### config.mk
export PLATFORM = sky130hd
export DESIGN_NAME = alu_nbit_seq
export DESIGN_NICKNAME = d
export VERILOG_FILES = /design/src/rtl/alu_nbit_seq.sv
export SDC_FILE = /design/constraint.sdc
export NUM_CORES = 1
export LEC_CHECK = 0
export CAP_MARGIN = 20
export CORE_MARGIN = 3
export CORE_UTILIZATION = 39
export DETAILED_ROUTE_END_ITERATION = 12
export GPL_ROUTABILITY_DRIVEN = 0
export PLACE_DENSITY = 0.68
export RECOVER_POWER = 100
export REMOVE_ABC_BUFFERS = 1
export SYNTH_ARGS = -nofsm -noshare
export SYNTH_HDL_FRONTEND = slang
export SYNTH_SLANG_ARGS = --single-unit
### constraint.sdc
create_clock -name clk -period 2.33 [get_ports clk]
set_input_delay 0.233 -clock clk [delete_from_list [all_inputs] [get_ports clk]]
set_output_delay 0.233 -clock clk [all_outputs]
set_load 0.03 [all_outputs]
### src/rtl/alu_nbit_seq.sv
// rtl/alu_nbit_seq.sv - registered WIDTH-bit ALU with valid/ready handshakes,
// accumulator operand mode and a shift-add multiply
module alu_nbit_seq #(
  parameter int WIDTH = 4
) (
  input  logic             clk,
  input  logic             rst,
  input  logic             in_valid,
  output logic             in_ready,
  input  logic [WIDTH-1:0] a,
  input  logic [WIDTH-1:0] b,
  input  logic             cin,
  input  logic [2:0]       s_op,
  input  logic             use_acc,
  output logic             out_valid,
  input  logic             out_ready,
  output logic [WIDTH-1:0] z,
  output logic             cout,
  output logic             zero
);

  localparam int CW = $clog2(WIDTH);
  localparam logic [2:0] OP_ADD = 3'b000;
  localparam logic [2:0] OP_SUB = 3'b001;
  localparam logic [2:0] OP_AND = 3'b010;
  localparam logic [2:0] OP_OR  = 3'b011;
  localparam logic [2:0] OP_XOR = 3'b100;
  localparam logic [2:0] OP_MUL = 3'b101;

  typedef enum logic [1:0] {IDLE, MUL, DONE} state_t;

  state_t               state, state_nxt;
  logic [WIDTH-1:0]     acc;
  logic [WIDTH-1:0]     op_a;
  logic [WIDTH:0]       alu_res;
  logic [2*WIDTH-1:0]   mcand, prod, prod_nxt;
  logic [WIDTH-1:0]     mplier;
  logic [CW-1:0]        cnt;
  logic                 accept, fire;

  assign op_a     = use_acc ? acc : a;
  assign accept   = in_ready && in_valid;
  assign fire     = out_valid && out_ready;
  assign zero     = (z == '0);
  assign prod_nxt = mplier[0] ? prod + mcand : prod;

  always_comb begin
    alu_res = '0;
    case (s_op)
      OP_ADD:  alu_res = {1'b0, op_a} + {1'b0, b} + {{WIDTH{1'b0}}, cin};
      OP_SUB:  alu_res = {1'b0, op_a} + {1'b0, ~b} + {{WIDTH{1'b0}}, cin};
      OP_AND:  alu_res = {1'b0, op_a & b};
      OP_OR:   alu_res = {1'b0, op_a | b};
      OP_XOR:  alu_res = {1'b0, op_a ^ b};
      default: alu_res = {1'b0, op_a};
    endcase
  end

  always_ff @(posedge clk or posedge rst) begin
    if (rst) state <= IDLE;
    else     state <= state_nxt;
  end

  always_comb begin
    state_nxt = state;
    in_ready  = 1'b0;
    out_valid = 1'b0;
    case (state)
      IDLE: begin
        in_ready = 1'b1;
        if (in_valid) state_nxt = (s_op == OP_MUL) ? MUL : DONE;
      end
      MUL: begin
        if (cnt == '0) state_nxt = DONE;
      end
      DONE: begin
        out_valid = 1'b1;
        if (out_ready) state_nxt = IDLE;
      end
      default: state_nxt = IDLE;
    endcase
  end

  // z/cout are only written on acceptance or the last multiply step, so they hold through DONE
  always_ff @(posedge clk or posedge rst) begin
    if (rst) begin
      acc    <= '0;
      z      <= '0;
      cout   <= 1'b0;
      mcand  <= '0;
      prod   <= '0;
      mplier <= '0;
      cnt    <= '0;
    end else begin
      if (accept) begin
        if (s_op == OP_MUL) begin
          mcand  <= {{WIDTH{1'b0}}, op_a};
          mplier <= b;
          prod   <= '0;
          cnt    <= CW'(WIDTH - 1);
        end else begin
          z    <= alu_res[WIDTH-1:0];
          cout <= alu_res[WIDTH];
        end
      end
      if (state == MUL) begin
        prod   <= prod_nxt;
        mcand  <= mcand << 1;
        mplier <= mplier >> 1;
        cnt    <= cnt - 1'b1;
        if (cnt == '0) begin
          z    <= prod_nxt[WIDTH-1:0];
          cout <= |prod_nxt[2*WIDTH-1:WIDTH];
        end
      end
      if (fire) acc <= z;
    end
  end

endmodule

Word-level counts from Yosys, hierarchy flattened
Index checks and enable logic that the tools add are counted.
- bits in registers: 33
- bits of input ports: 17
- output and inout port bits: 8
- word-level logic and storage cells: 69
- add/sub/neg operators: 6
- equal/unequal tests: 10
- muxes and demuxes: 30
- bitwise logic cells: 4
- reductions and logical operators: 11
- operators with widths (cell ; count):
    $mux 8 ; 7
    $mux 4 ; 8
    $pmux 5 s5 ; 1
    $mux 2 ; 7
    $add 4x4->5 ; 2
    $add 5x1->5 ; 2
    $add 8x8->8 ; 1
    $eq 3x2->1 const B ; 2
    $eq 3x3->1 const B ; 2
    $mux 1 ; 6
    $ne 2x2->1 const B ; 3
    $pmux 2 s3 ; 1
    $and 4x4->4 ; 1
    $logic_not 2->1 ; 2
    $logic_not 4->1 ; 1
    $not 4->4 ; 1
    $or 4x4->4 ; 1
    $reduce_bool 2->1 ; 2
    $reduce_or 4->1 ; 1
    $xor 4x4->4 ; 1
    $eq 3x1->1 const B ; 1
    $logic_not 3->1 ; 1
    $reduce_and 3->1 ; 1
    $eq 2x1->1 const B ; 1
    4 further kinds ; 5

Longest topological paths before layout
- word-level depth: 8
- depth in mapped cells: 11
- mapped depth without buffers: 10

Least setup slack after synthesis
Ideal clock, no wire load.
- path type: input port to flip-flop
- start point: input port use_acc
- end point: register cout
- library setup time: 0.141 ns
- arrival time: 2.232 ns
- required time: 2.189 ns
- setup slack: -0.044 ns
- stages: 11
- path buffers: 1
- cell sequence: clkbuf_1 mux2i_1 fa_1 inv_1 fa_1 a21oi_1 nor2_1 nor3_1 a21oi_1 a221oi_1 a41oi_1
- word-level cells in the longest chain between the ends: 8
- elaborated cells on any way between the ends: 10
- those cells by class: add/sub: 4; mux: 6
- RTL lines (element ; RTL line ; source):
    start, declared ; 14 ; input logic use_acc,
    $mux 4 (*) ; 41 ; assign op_a = use_acc ? acc : a;
    $add 4x4->5 (on tied branches) ; 51, 50 ;
    $add 5x1->5 (on tied branches) ; 51, 50 ;
    $pmux 5 s5 (*) ; 49 ; case (s_op)
    $mux 1 (*) ; 96 ; if (s_op == OP_MUL) begin
    $mux 1 (*) ; 95 ; if (accept) begin
    $mux 1 ; 111 ; if (cnt == '0) begin
    $mux 1 (*) ; 106 ; if (state == MUL) begin
    end signal, assigned ; 103 ; cout <= alu_res[WIDTH];
    end signal, assigned ; 113 ; cout <= |prod_nxt[2*WIDTH-1:WIDTH];
    end, declared ; 18 ; output logic cout,
Every way passes the cells marked *; elsewhere a longest branch is shown, timed or not.
A chain may end at the register's enable or synchronous reset.

Worst setup path after layout
- start point: input port a[0]
- end point: register z[1]
- word-level cells in the longest chain between the ends: 8
- elaborated cells on any way between the ends: 10
- those cells by class: add/sub: 4; mux: 6
- RTL lines (element ; RTL line ; source):
    start, declared ; 10 ; input logic [WIDTH-1:0] a,
    $mux 4 (*) ; 41 ;
    $add 4x4->5 (on tied branches) ; 51, 50 ;
    $add 5x1->5 (on tied branches) ; 51, 50 ;
    $pmux 5 s5 (*) ; 49 ;
    $mux 4 (*) ; 96 ;
    $mux 4 (*) ; 95 ;
    $mux 4 ; 111 ;
    $mux 4 (*) ; 106 ;
    end signal, assigned ; 102 ; z <= alu_res[WIDTH-1:0];
    end signal, assigned ; 112 ; z <= prod_nxt[WIDTH-1:0];
    end, declared ; 17 ; output logic [WIDTH-1:0] z,
Marks and branches as above.

==> metrics.md <==
| Metric | Value |
|---|---|
| Status | complete, no violations |
| Crit Reg-Reg Startpoint | acc[0] |
| Worst Clk Skew | 0.00862 ns |
| Delay-heaviest family, CP | adder cells |
| Fin Hold WS | 0.466 ns |
| Crit path capture | z[1] |
| Row count | 28 |
| Slew headroom | 0.445 |
| CP Depth | 11 |
| Total I/O pin count | 25 |
| Crit path largest cell delay | 0.47 ns |
| Port bufs | 24 |
| Syn Inst Count | 290 |
| Clock-pin slew on the worst setup and hold paths | 0.07 ns |
| RSZ-0062 raised after global routing | true |
| Max Root-Sink Buffers | 2 |
| Drt first pass iters | 4 |
| Slew Viols, Final | 0 |
| WP buf/inv | 3 |
| Pwr Total | 3390 uW |
| PnR worst setup slack | 0.0773 ns |
| Internal power | 1960 uW |
| HPWL Detailed | 5000 um |
| Antenna fix cells | 0 |
| Number of unique standard cell types used by synthesis | 55 |
| Worst Max-Slew Pin Slew | 0.832 ns |
| Ys Warns | 0 |
| Fin crit share | 0.967 |
| Maximum clock rate | 444 MHz |
| Placed Cells | 408 |
| Via count | 2301 |
| Tot GR Track Use | 0.187 |
| Area added between synthesis and finish | 26.5% |
| Top cells by area, synth | dfrtp_1 32%, ha_1 10%, o21ai_0 5.5% |
| Largest net degree at the start of global routing | 34 |
| Most frequent cells in the layout | 33 x dfrtp_1, 30 x nand2_1, 30 x buf_4 |
| Met3 wire len | 230 um |
| Clock share of power | 0.143 |
| CTS Buf Count | 5 |
| DIE AREA | 7530 um^2 |
| Drt wl/cell | 15.8 um |
| CTS tree | built |
| Die Y | 86.8 um |
| Worst endpoint required time | 2.50 ns |
| Ratio of cells with drive above 1 in the final layout | 0.196 |
| Final cell count without fillers | 416 |
| Seq/Total Area, Yosys | 0.324 |
| Switching Fraction | 0.422 |
| Critical path type | input port to flop |
| Max-capacitance violation count | 0 |
| Worst path cell trace | clkdlybuf4s50_1, mux2i_1, buf_4, fa_2, inv_2, fa_2, o22ai_2, a22oi_2, a21oi_2, o211a_1, o22ai_1 |
| Area leader, netlist | dfrtp_1 |
| Post-CTS setup buffer count | 0 |
| Post-synth EDFFs | 0 |
| Initial DRC Count | 128 |
| Final min period | 2.25 ns |
| Logic pwr share | 0.545 |
| Flop pwr share | 0.312 |
| DRT met1 WL | 3110 um |
| Max Used Layer | met4 |
| DRC | 0 |
| First-pass GRT wire length | 11100 um |
| Clk Latency, worst-skew pair | 0.29 ns |
| Commonest non-fill, non-tap cell in the layout | dfrtp_1 |
| Setup crit start | a[0] |
| Initial Util | 0.415 |
| Die X-Extent | 86.8 um |
| HP Class | flop to flop |
| Pre-CTS setup slack | -0.379 ns |
| Reg2Reg Depth | 10 |
| Core ar. | 6130 um^2 |
| Avg Cell Area, Syn | 8.78 um^2 |
| Hold buffer count at cts | 0 |
| Post-synthesis instance area | 2540 um^2 |
| Yosys top cell area share | 0.324 |
| Nets | 383 |
| Met2 WL | 3170 um |
| Vias in the first global route | 2288 |
| LEAKAGE | 0.00146 uW |
| Switching pwr | 1430 uW |
| Final Setup Violations | 0 |
| DRT Wirelength | 6590 um |
| CP Max Fanout | 4 |
| Initial antenna violation count | 0 |
| Worst EP arrival | 2.42 ns |
| VDD IR max | 637 uV |
| Htree depth | 2 |
| Most used cell, CP | fa_2 |
| Clock sink count | 33 |
| Primary FF master, synth | dfrtp_1 |
| Total gr overflow | 0 |
| Worst r2r dst | z[1] |
| #FFs+latches synth | 33 |
| PD cells | 1050 nW/um^2 |
| Startpoint Class | input port |
| Slowest CP cell | clkdlybuf4s50_1 |
| CTS root buf | clkbuf_8 |
| Post-DR vias/cell | 5.53 |
| Fraction of registers with async set/reset | 1.00 |
| Reg-to-reg setup timing slack | 0.12 ns |
| Antenna viol nets, final | 0 |
| Worst setup EP type | flop |
| Final Hold Vio Count | 0 |
-- worst min-delay path by stage --
stage	from	to	cells after the start
6_report	cnt[0]	cnt[0]	1
5_1_grt	cnt[0]	cnt[0]	1
4_1_cts	rst	z[0]	3
3_5_place_dp	cnt[0]	cnt[0]	1
3_3_place_gp	cnt[0]	cnt[0]	1
2_1_floorplan	rst	acc[0]	1
-- sequential cells by signal, summed over array words and instances (netlist names) --
name,flops
mcand,8
prod,8
acc,4
mplier,4
z,4
cnt,2
state,2
cout,1
-- power groups by stage --
stage	sequential (uW)	clock [uW]	combinational, uW
final	1060	484	1850
after global routing	1100	521	2060
after CTS	1060	494	1810
after detailed placement	1060	0	1780
after global placement	1050	0	1740
after floorplan	1090	0	1120
-- synth_stat cells, types with 5 or more instances --
cell / instances
mux2i_1: 10
a211oi_1: 6
o21ai_0: 28
nor3_1: 10
a21oi_1: 20
nand3_1: 7
dfrtp_1: 33
a32o_1: 5
inv_1: 18
nand2_1: 30
nor2_1: 24
ha_1: 21
xnor2_1: 5
fa_1: 5
clkbuf_1: 7
mux2_2: 5
-- layout make-up --
| class | instances | area [um^2] |
|---|---|---|
| Clock inverter | 1 | 5.00 |
| Timing Repair Buffer | 57 | 475 |
| Sequential cell | 33 | 826 |
| Inverter | 18 | 67.6 |
| Tap cell | 75 | 93.8 |
| Multi-Input combinational cell | 225 | 1660 |
| Clock buffer | 7 | 96.3 |
| Fill cell | 568 | 2910 |
-- cells by family (layout without fill, tap and decap cells) --
family,after synthesis,after routing,share of synthesized area
compound gates,90,90,0.235
xor+xnor,6,6,0.0206
fa+ha+maj,26,26,0.143
buf+inv,32,83,0.0560
flops,33,33,0.324
mux,15,15,0.0615
simple gates,88,88,0.160
-- per-stage QoR --
step / util / area [um^2] / setup TNS, ns
global placement: 0.498 / 3050 / -1.35
detailed placement: 0.498 / 3050 / -1.51
finish: 0.525 / 3220 / 0
CTS: 0.518 / 3180 / 0
global route: 0.525 / 3220 / -0.0540
floorplan: - / 2470 / 0
-- metal layers --
metal / GRT usage / vias to the layer above
met5: 0 / -
li1: - / 1144
met1: 0.268 / 1104
met2: 0.288 / 46
met3: 0.0380 / 7
met4: 0.0439 / 0
-- what timing repair did --
item                       CTS  global route
hold endpoints to repair     0             0
setup endpoints to repair    3             5
gates cloned                 0             0
gates resized for setup      9            12
pin swaps                    2             4
Note: power is estimated with default switching activity, not from simulation.
==> RTL change, RTL diff (same settings) <==
Encoding of `state_t`: now one-hot (3 bits for 3 states).
--- a/src/rtl/alu_nbit_seq.sv
+++ b/src/rtl/alu_nbit_seq.sv
@@ -28,5 +28,5 @@
   localparam logic [2:0] OP_MUL = 3'b101;
 
-  typedef enum logic [1:0] {IDLE, MUL, DONE} state_t;
+  typedef enum logic [2:0] {IDLE = 3'b001, MUL = 3'b010, DONE = 3'b100} state_t;
 
   state_t               state, state_nxt;
Behaviour: no difference found for any inputs over 10 cycles, from zero or initial values and one cycle with rst high; not proved beyond that.
==> RTL change against the original RTL <==
  * Worst hold slack improved by 0.017 ns
  * Sequential cell count increased by 1
  * Routed wire length decreased by 3.3%
  * Count of clock-buffer cells in the layout unchanged
  * Worst setup slack got worse by 0.040 ns
  * Synthesized cell count decreased by 0.34%
  * First-iteration DRC count decreased by 10%
  * Critical path type is now flop to flop
  * Area after synthesis increased by 3.1%
  * Utilization decreased by 2.2 points
  * Cell area increased by 0.27%
  * Total power decreased by 1.5%
==> RTL change: results (changes against the original RTL) <==
| Metric | Value |
|---|---|
| CP max-delay cell | fa_1 (was clkdlybuf4s50_1) |
| R2R Setup Slk | 0.04 ns (was 0.12 ns) |
| Routing usage on met2 | 27.5% (was 28.8%) |
| Number of distinct library cells after synthesis | 60 (was 55) |
| Vias in the first global route | 2172 (was 2288) |
| Mapped Cells | 289 (was 290) |
| Leakage | 1.44 nW (was 1.46 nW) |
| Fillers | 605 (was 568) |
| Multi-input gates | 217 (was 225) |
| Total Wirelength | 6380 um (was 6590 um) |
| Grt met1 use | 25.3% (was 26.8%) |
| Worst-path maximum fanout | 2 (was 4) |
| Outcome | completed (unchanged) |
| Period minus WS final | 2.29 ns (was 2.25 ns) |
| Post-detailed-route via-to-cell ratio | 5.50 (was 5.53) |
| Place WS | -0.475 ns (was -0.379 ns) |
| Post-synthesis sequential area ratio | 32.5% (was 32.4%) |
| Slew @ Worst Pin | 0.890 ns (was 0.832 ns) |
| Commonest cells in the netlist | 33 x dfrtp_1, 32 x nand2_1, 21 x ha_1 (was 33 x dfrtp_1, 30 x nand2_1, 28 x o21ai_0) |
| Worst clock skew | 0.00963 ns (was 0.00862 ns) |
| Non-filler cells, final | 413 (was 416) |
| Area contributors post-synth | dfrtp_1 31%, ha_1 10%, nand2_1 4.6% (was dfrtp_1 32%, ha_1 10%, o21ai_0 5.5%) |
| Critical path class | flop to flop (was input port to flop) |
| Clock network area share | 2.83% (was 3.15%) |
| Worst vdd ir | 0.355 mV (was 0.637 mV) |
-- RTL change: changes by cell type after synthesis, moves of 6 or more --
cell / delta
nor2_1: -12
a21oi_1: -10
o21ai_0: -10
o21ai_1: +9
buf_2: +8
nand3_1: -6
nand3b_1: +6
-- RTL change: where the power goes --
part / total [mW] / switching (mW) / internal, mW / leakage [nW]
sequential: 1.10 / 0.257 / 0.845 / 0.420
combinational: 1.79 / 0.979 / 0.808 / 0.973
clock: 0.455 / 0.217 / 0.238 / 0.0482
total: 3.35 / 1.45 / 1.89 / 1.44
-- RTL change: timing repair --
item	in CTS	in global routing
endpoints found under the hold margin	0	0
pin swaps	5	6
endpoints found under the setup margin	3	4
gates resized for setup	9	3
setup buffers	1	1
-- RTL change: kinds of logic (layout without fill, tap and decap cells) --
family	Yosys count	after routing
AO/OA/AOI/OAI	87	87
XOR/XNOR	5	5
adder cells (fa/ha/maj)	26	26
buffers and inverters	38	85
flip-flops	34	34
multiplexers	16	16
AND/OR/NAND/NOR	83	83
